`src/rtl/rx_iq_serializer.sv`:
```
// rx_iq_serializer
// Serialises I/Q samples from up to NR receivers into a byte stream for the
// Ethernet Rx FIFO. Each burst sends the primary receiver first, then every
// receiver flagged in Sync in ascending index order. Each component is sent
// MSB first, with I before Q. Bursts stall while the FIFO reports full, and a
// full FIFO seen while idle triggers a FIFO clear and bumps a saturating counter.
//
// Ports
//   clock          system clock, rising edge
//   reset          synchronous, active-low (0 = reset)
//   Rx_number      primary receiver index (sampled in INIT only)
//   Sync           extra receivers to send (sampled in INIT only)
//   iq_data        flattened {I,Q} per receiver, receiver k at [k*2*SW +: 2*SW]
//   spd_rdy        per-receiver sample-ready levels
//   fifo_full      Rx FIFO full
//   Rx_fifo_empty  Rx FIFO empty
//   wrenable       FIFO write strobe, qualifies data_out
//   data_out       serialised byte
//   sample_ack     one-cycle pulse when receiver k's sample is captured
//   convert_state  idle and waiting for new primary data
//   fifo_clear     FIFO clear request
//   overflow_count saturating count of FIFO-clear events
module rx_iq_serializer #(
  parameter int NR           = 8,
  parameter int SAMPLE_BYTES = 3
) (
  input  logic                            clock,
  input  logic                            reset,
  input  logic [$clog2(NR)-1:0]           Rx_number,
  input  logic [NR-1:0]                   Sync,
  input  logic [NR*2*SAMPLE_BYTES*8-1:0]  iq_data,
  input  logic [NR-1:0]                   spd_rdy,
  input  logic                            fifo_full,
  input  logic                            Rx_fifo_empty,
  output logic                            wrenable,
  output logic [7:0]                      data_out,
  output logic [NR-1:0]                   sample_ack,
  output logic                            convert_state,
  output logic                            fifo_clear,
  output logic [7:0]                      overflow_count
);

  localparam int SW = 8 * SAMPLE_BYTES;
  localparam int PW = 2 * SW;
  localparam int NB = 2 * SAMPLE_BYTES;
  localparam int RW = $clog2(NR);
  localparam int CW = $clog2(NB);
  localparam logic [CW-1:0] LAST_BYTE = CW'(NB - 1);

  typedef enum logic [2:0] {
    S_INIT      = 3'd0,
    S_IDLE      = 3'd1,
    S_SEND      = 3'd2,
    S_WAIT_DROP = 3'd3,
    S_CLEAR     = 3'd4
  } state_t;

  state_t          state;
  logic [RW-1:0]   rx_sel;
  logic [NR-1:0]   pend;
  logic [CW-1:0]   byte_cnt;
  logic [PW-1:0]   shift;

  logic [RW-1:0]   sel_init;
  logic [RW-1:0]   nxt_k;
  logic [PW-1:0]   iq_sel;
  logic [PW-1:0]   iq_nxt;

  function automatic logic [NR-1:0] onehot(input logic [RW-1:0] idx);
    onehot = NR'(1) << idx;
  endfunction

  // Lowest set bit wins, which gives ascending receiver order.
  function automatic logic [RW-1:0] lowest_set(input logic [NR-1:0] v);
    lowest_set = '0;
    for (int i = NR - 1; i >= 0; i--) begin
      if (v[i]) lowest_set = RW'(i);
    end
  endfunction

  // Out-of-range primary index falls back to receiver 0.
  assign sel_init = (32'(Rx_number) < NR) ? Rx_number : '0;
  assign nxt_k    = lowest_set(pend);
  assign iq_sel   = iq_data[int'(rx_sel) * PW +: PW];
  assign iq_nxt   = iq_data[int'(nxt_k)  * PW +: PW];

  assign convert_state = (state == S_IDLE) && !spd_rdy[rx_sel];

  always_ff @(posedge clock) begin
    if (!reset) begin
      state          <= S_INIT;
      wrenable       <= 1'b0;
      data_out       <= 8'h00;
      sample_ack     <= '0;
      overflow_count <= 8'h00;
      fifo_clear     <= 1'b1;
      rx_sel         <= '0;
      pend           <= '0;
      byte_cnt       <= '0;
    end else begin
      wrenable   <= 1'b0;
      sample_ack <= '0;
      case (state)
        S_INIT: begin
          fifo_clear <= 1'b0;
          rx_sel     <= sel_init;
          // The primary is never queued a second time through Sync.
          pend       <= Sync & ~onehot(sel_init);
          state      <= S_IDLE;
        end
        S_IDLE: begin
          if (fifo_full) begin
            if (overflow_count != 8'hFF) overflow_count <= overflow_count + 8'd1;
            fifo_clear <= 1'b1;
            state      <= S_CLEAR;
          end else if (spd_rdy[rx_sel] && ((spd_rdy & pend) == pend)) begin
            shift      <= iq_sel;
            sample_ack <= onehot(rx_sel);
            byte_cnt   <= '0;
            state      <= S_SEND;
          end
        end
        S_SEND: begin
          // A full FIFO freezes shift and byte_cnt so nothing is lost or repeated.
          if (!fifo_full) begin
            wrenable <= 1'b1;
            data_out <= shift[PW-1 -: 8];
            if (byte_cnt == LAST_BYTE) begin
              if (pend != '0) begin
                // Load the next receiver on the last byte so its first byte
                // follows without a gap cycle.
                shift      <= iq_nxt;
                sample_ack <= onehot(nxt_k);
                pend       <= pend & ~onehot(nxt_k);
                byte_cnt   <= '0;
              end else begin
                state <= S_WAIT_DROP;
              end
            end else begin
              shift    <= shift << 8;
              byte_cnt <= byte_cnt + CW'(1);
            end
          end
        end
        S_WAIT_DROP: begin
          if (!spd_rdy[rx_sel]) state <= S_INIT;
        end
        S_CLEAR: begin
          fifo_clear <= 1'b1;
          if (Rx_fifo_empty) state <= S_INIT;
        end
        default: state <= S_INIT;
      endcase
    end
  end

endmodule

```
`config.mk`:
```
export PLATFORM = sky130hd
export DESIGN_NAME = rx_iq_serializer
export DESIGN_NICKNAME = d
export VERILOG_FILES = /design/src/rtl/rx_iq_serializer.sv
export SDC_FILE = /design/constraint.sdc
export NUM_CORES = 1
export LEC_CHECK = 0
export ABC_AREA = 1
export BUFFER_PORTS_ARGS = -buffer_cell sky130_fd_sc_hd__clkbuf_2
export CAP_MARGIN = 30
export CORE_MARGIN = 1
export CORE_UTILIZATION = 35
export DETAILED_ROUTE_END_ITERATION = 8
export GPL_ROUTABILITY_DRIVEN = 1
export HOLD_SLACK_MARGIN = 0.15
export PLACE_DENSITY = 0.7
export SKIP_CTS_REPAIR_TIMING = 1
export SYNTH_ARGS = -nofsm -noshare
export SYNTH_HDL_FRONTEND = slang
export SYNTH_SLANG_ARGS = --single-unit
export TNS_END_PERCENT = 100
```
`constraint.sdc`:
```
create_clock -name clock -period 4.4 [get_ports clock]
set_input_delay 0.66 -clock clock [delete_from_list [all_inputs] [get_ports clock]]
set_output_delay 0.66 -clock clock [all_outputs]
set_load 0.01 [all_outputs]
```
==> results of run 1 <==
-- cell type report --
cell class | count | area [sq um] | share of cell area (%)
diodes | 3 | 7.507 | 0.05535
clock buffers | 9 | 225.2 | 1.661
clock inverters | 7 | 68.82 | 0.5074
inverters | 237 | 892.1 | 6.577
multi-input cells | 1558 | 7116 | 52.46
flip-flops and latches | 91 | 2303 | 16.98
well taps | 396 | 495.5 | 3.653
repair buffers | 462 | 2455 | 18.10
-- stage by stage --
stage,setup WS (ns),instances,cell area (sq um),utilization (%)
2_1_floorplan,0.5061,2019,10830,-
3_3_place_gp,1.308,2743,13230,43.38
3_5_place_dp,1.179,2744,13260,43.47
4_1_cts,1.177,2760,13560,44.43
5_1_grt,0.7934,2762,13560,44.45
6_report,1.060,2763,13560,44.46
-- cells in the mapped netlist, drive strengths merged (3+ instances only) --
cell / n
nand3: 253
buf: 67
o21ai: 59
nand2: 744
nor2: 219
dfxtp: 43
a31oi: 3
a22oi: 15
o2111ai: 18
edfxtp: 48
clkbuf: 66
inv: 236
o211ai: 16
nand4: 86
o311ai: 16
a41oi: 3
nor3: 5
a21oi: 76
o22ai: 27
nand3b: 9
-- worst min-delay path by stage --
stage	startpoint	slack (ns)	cells past startpoint	endpoint
finish	data_out[3]	0.46	2	data_out[3]
global route	data_out[0]	0.52	2	data_out[0]
CTS	data_out[3]	0.46	2	data_out[3]
detailed placement	data_out[3]	0.45	2	data_out[3]
global placement	data_out[6]	0.45	2	data_out[6]
floorplan	pend[6]	0.45	2	pend[6]
-- flip-flops by register name, summed over array words and instances (netlist names) --
signal and count:
shift 48, data_out 8, overflow_count 8, pend 8
sample_ack 8, byte_cnt 3, rx_sel 3, state 3
fifo_clear 1, wrenable 1
-- power by group through the flow --
stage                     clock network (uW)  registers, uW  logic [uW]
after detailed placement                   0           1320        6290
after global routing                     862           1310        7090
after global placement                     0           1320        6150
after floorplan                            0           1250        4410
after CTS                                830           1300        6300
final                                    819           1300        6410
-- logic make-up after synthesis --
family | count (synthesis)
AOI/OAI and AO/OA | 237
xor gates and xnor gates | 2
adders and majority gates | 1
buffers and inverters | 370
DFF | 91
and+or+nand+nor | 1318
-- per-layer routing --
layer  track usage [%]  vias up
met5                 0        -
met4             16.70        4
met3             5.291      190
met2             53.24     1081
met1             40.33     7017
li1                  -     7265
-- worst max-delay path, stage by stage, from the launching register on --
cell and delay [ns]:
dfxtp_1 0.33, inv_2 0.08, nand2_1 0.05, nand2_1 0.05
nand2_1 0.06, nand2_2 0.31, nand2_2 0.44, nand2_4 0.38
nand2_4 0.22, nor2_4 0.58, buf_12 0.33, nand2_1 0.08
nand3_1 0.09, nand3_1 0.08, nand2_1 0.10
==> flow_metrics.env, run 1 <==
export IMPL_avgSynthCellArea_sq_um=5.362
export IMPL_route_detailed_wl_per_inst_microns=19.04
export IMPL_grt_pass1_vias=14460
export IMPL_die_w_microns=177.9
export IMPL_r2r_cells=14
export IMPL_cts_sinks=91
export IMPL_cellInternalPower_uw=3552
export IMPL_synth_area_leader_cell="nand2_1"
export IMPL_p_sw_share_pct=58.37
export IMPL_wl_met1_microns=20740
export IMPL_synth_distinct_cells=38
export IMPL_hold_viol=0
export IMPL_synth_top_flop_cell="edfxtp_1"
export IMPL_violations="DRC"
export IMPL_fillers=3315
export IMPL_postRouteWirelength_microns=52600
export IMPL_die_area_sq_mm=0.03164
export IMPL_finalSetupTns_ns=0
export IMPL_die_h_microns=177.9
export IMPL_met2_length_microns=23980
export IMPL_synth_compound_area_share_pct=13.66
export IMPL_finalCriticalPeriod_ns=3.340
export IMPL_ys_seq_area_share_pct=21.27
export IMPL_syn_nets=2427
export IMPL_fmax_mhz=299.4
export IMPL_root_buffer="clkbuf_16"
export IMPL_p_switching_uw=4979
export IMPL_r2r_start="pend[6]"
export IMPL_maxCapViolCount=0
export IMPL_clock_path_buffers=2
export IMPL_routed_wl_met3_microns=5422
export IMPL_finalPower_uw=8531
export IMPL_status="finished, violations left"
export IMPL_synthSimpleGateAreaFrac_pct=51.42
export IMPL_synthMuxAreaShare_pct=0
export IMPL_syn_to_final_growth_pct=25.29
export IMPL_drive_gt1_share_pct=21.57
export IMPL_route_detailed_drc=2
export IMPL_reg2reg_setup_slack_ns=1.06
export IMPL_synth_top_family_by_area="simple AND/OR/NAND/NOR gates"
export IMPL_clkPwrFrac_pct=9.6
export IMPL_slew_limit_headroom_pct=28.27
export IMPL_synth_edf_count=48
export IMPL_clk_pin_slew_ns=0.08
export IMPL_vias_per_cell=5.630
export IMPL_cp_data_required_time_ns=4.63
export IMPL_num_rows=64
export IMPL_cp_endpoint="shift[45]"
export IMPL_first_pass_iters=8
export IMPL_power_density_mw_per_mm2=629.0
export IMPL_synthAdderAreaFrac_pct=0.1156
export IMPL_cp_startpoint="pend[6]"
export IMPL_hpwl_microns=36890
export IMPL_insertion_delay_ns=0.36
export IMPL_p_comb_share_pct=75.1
export IMPL_synth_top_area_share_pct=25.62
export IMPL_final_nets=2767
export IMPL_worstSetupPathType="flip-flop to flip-flop"
export IMPL_crit_path_end_kind="flip-flop"
export IMPL_worst_slew_pin_slew_ns=1.076
export IMPL_hold_path_class="flip-flop to flip-flop"
export IMPL_start_util_pct=35.48
export IMPL_ys_ff_latch=91
export IMPL_layout_commonest_cell="nand2_1"
export IMPL_mostFrequentLayoutCells="738 x nand2_1, 433 x clkbuf_2, 252 x nand3_1, 222 x inv_1, 212 x nor2_1"
export IMPL_cts_made_buffers=9
export IMPL_grt_total_usage_pct=32.32
export IMPL_whs_ns=0.4630
export IMPL_path_max_fanout=47
export IMPL_grt_setup_unrepaired="no"
export IMPL_grt_pass1_wl_microns=79210
export IMPL_fin_crit_sh_pct=75.90
export IMPL_cp_data_arrival_time_ns=3.57
export IMPL_syn_inst=2019
export IMPL_power_leakage_uw=0.006923
export IMPL_synth_xor_area_share_pct=0.1618
export IMPL_slew_violations=0
export IMPL_gp_congestion=0.9814
export IMPL_fin_worst_skew_ns=0.01545
export IMPL_start_kind="flip-flop"
export IMPL_worstReg2RegEnd="shift[45]"
export IMPL_vias=15560
export IMPL_syn_area_sq_mm=0.01083
export IMPL_drt_iter0_markers=1817
export IMPL_p_seq_share_pct=15.3
export IMPL_core_area_sq_mm=0.03051
export IMPL_antenna_found_initial=5
export IMPL_ant_nets=0
export IMPL_yosysWarnings=0
export IMPL_grt_overflow=0
export IMPL_grt_start_max_net_pins=63
export IMPL_synth_area_leaders="nand2_1 26%, edfxtp_1 13%, nand3_1 12%"
export IMPL_cts_max_level=3
export IMPL_ys_async_sr_fraction_pct=0
export IMPL_num_io_pins=434
export IMPL_setup_viol=0
export IMPL_peakVddDrop_mv=0.4606
export IMPL_top_layer="met5"
export IMPL_io_buffers=433
export IMPL_cts_tree="built"
Power figures use the tool's default switching activity.
==> run 2, diff against run 1 <==
- PLACE_DENSITY: 0.7 -> 0.72
- clock period: 4.4 -> 2.81 ns (I/O delays scaled with it)
==> run 2 against run 1 <==
  * The run now ends clean
  * Maximum frequency is 39% higher
  * Sequential cell count stayed put
  * Global-route usage is 0.78 points higher
  * Die area stayed put
  * Sequential power is 55% higher
  * Clock skew is 0.0053 ns lower
  * Core utilization is 0.55 points higher
  * Hold slack worse by 0.12 ns
  * Worst setup slack worse by 0.65 ns
  * Final cell count is 0.58% higher
==> flow_metrics.env, run 2 (synthesis results as in run 1) <==
export IMPL_cts_sinks=91
export IMPL_syn_to_final_growth_pct=26.85
export IMPL_worst_slew_pin_slew_ns=0.7538
export IMPL_layout_commonest_cell="nand2_1"
export IMPL_route_detailed_drc=0
export IMPL_regMostFlops="shift"
export IMPL_crit_path_end_kind="flip-flop"
export IMPL_hpwl_microns=38530
export IMPL_grt_pass1_wl_microns=80690
export IMPL_core_area_sq_mm=0.03051
export IMPL_drt_iter0_markers=1504
export IMPL_final_nets=2784
export IMPL_cp_data_required_time_ns=2.84
export IMPL_num_io_pins=434
export IMPL_multi_input_area_sq_mm=0.007116
export IMPL_regArea_sq_mm=0.002303
export IMPL_cp_data_arrival_time_ns=2.43
export IMPL_die_h_microns=177.9
export IMPL_num_rows=64
export IMPL_fillers=3302
export IMPL_io_buffers=433
export IMPL_vias_per_cell=5.575
export IMPL_postRouteWirelength_microns=53180
export IMPL_route_detailed_wl_per_inst_microns=19.14
export IMPL_die_area_sq_mm=0.03164
export IMPL_grt_setup_unrepaired="no"
export IMPL_hold_viol=0
export IMPL_vias=15490
export IMPL_start_kind="flip-flop"
export IMPL_path_max_fanout=17
export IMPL_mostFrequentLayoutCells="738 x nand2_1, 433 x clkbuf_2, 252 x nand3_1, 222 x inv_1, 212 x nor2_1"
export IMPL_finalPower_uw=13610
export IMPL_worstSetupPathType="flip-flop to flip-flop"
export IMPL_fin_crit_sh_pct=85.42
export IMPL_cts_tree="built"
export IMPL_clk_pin_slew_ns=0.08
export IMPL_fin_worst_skew_ns=0.01017
export IMPL_finalCriticalPeriod_ns=2.400
export IMPL_clock_path_buffers=2
export IMPL_root_buffer="clkbuf_16"
export IMPL_largest_reg_flops=48
export IMPL_setup_viol=0
export IMPL_ant_nets=0
export IMPL_hold_path_class="primary input to flip-flop"
export IMPL_place_area_sq_mm=0.01343
export IMPL_grt_start_max_net_pins=81
export IMPL_grt_total_usage_pct=33.10
export IMPL_start_util_pct=35.48
export IMPL_die_w_microns=177.9
export IMPL_power_density_mw_per_mm2=991.3
export IMPL_whs_ns=0.3432
export IMPL_cts_made_buffers=9
export IMPL_grt_pass1_vias=14700
export IMPL_insertion_delay_ns=0.35
export IMPL_antenna_found_initial=2
export IMPL_grt_overflow=0
export IMPL_peakVddDrop_mv=0.6593
export IMPL_slew_violations=0
export IMPL_maxCapViolCount=0
export IMPL_slew_limit_headroom_pct=49.67
export IMPL_cts_max_level=3
export IMPL_drive_gt1_share_pct=22.13
export IMPL_first_pass_iters=6
export IMPL_status="finished, final reports clean"
export IMPL_power_leakage_uw=0.007022
export IMPL_fmax_mhz=416.6
export IMPL_gp_congestion=0.9673
export IMPL_finalSetupTns_ns=0
export IMPL_finalInstanceArea_sq_mm=0.01373
==> run 2: cell count changes in the layout (fill, tap and decap cells not counted) <==
cell | previous run | this run
clkinv_4 | 1 | 2
buf_16 | 1 | 0
buf_12 | 4 | 9
inv_8 | 1 | 2
diode_2 | 3 | 2
inv_6 | 3 | 1
buf_4 | 24 | 37
clkinv_2 | 2 | 1
inv_2 | 12 | 13
==> run 2: worst paths after layout <==
check / slack (ns) / start / to / cells past startpoint
min reg2reg: 0.47 / data_out[3] / data_out[3] / 2
max: 0.41 / rx_sel[0] / shift[47] / 9
max reg2reg: 0.41 / rx_sel[0] / shift[47] / 9
min: 0.34 / Rx_fifo_empty / state[2] / 4
==> run 2: stage by stage <==
| step | setup WS, ns | util, % | std cells |
|---|---|---|---|
| floorplan | 0.3108 | - | 2019 |
| global placement | 0.4703 | 44.02 | 2761 |
| detailed placement | 0.4522 | 44.02 | 2761 |
| CTS | 0.4365 | 44.99 | 2777 |
| global route | 0.2562 | 45.01 | 2779 |
| finish | 0.4096 | 45.01 | 2779 |
==> run 2: routing by layer <==
metal / part of all wire, % / GRT usage [%]
met1: 39 / 41.31
met2: 46 / 55.17
met3: 9.5 / 4.477
met4: 5.0 / 17.27
met5: 0 / 0
==> run 2: cell type report <==
type,instances,share of cell area [%]
sequential,91,16.77
clock inverter,7,0.5194
tap,396,3.608
clock buffer,9,1.640
timing repair buffer,479,19.12
antenna,2,0.03645
multi-input combinational,1558,51.82
inverter,237,6.487
==> run 2: report_power, final <==
part | leakage (uW) | internal [uW] | switching, uW
Sequential | 0.000788 | 1840 | 170
Clock | 0.000147 | 630 | 643
Combinational | 0.00609 | 3300 | 7030
Total | 0.00702 | 5770 | 7840
==> run 2: worst max-delay path: stages, from the launching register on <==
cell	delay [ns]
dfxtp_1	0.50
nand2_1	0.20
nor2_1	0.12
a21oi_1	0.05
nand3_1	0.11
nand2_1	0.10
o21ai_1	0.28
nand2_1	0.22
nor2_4	0.16
buf_4	0.32
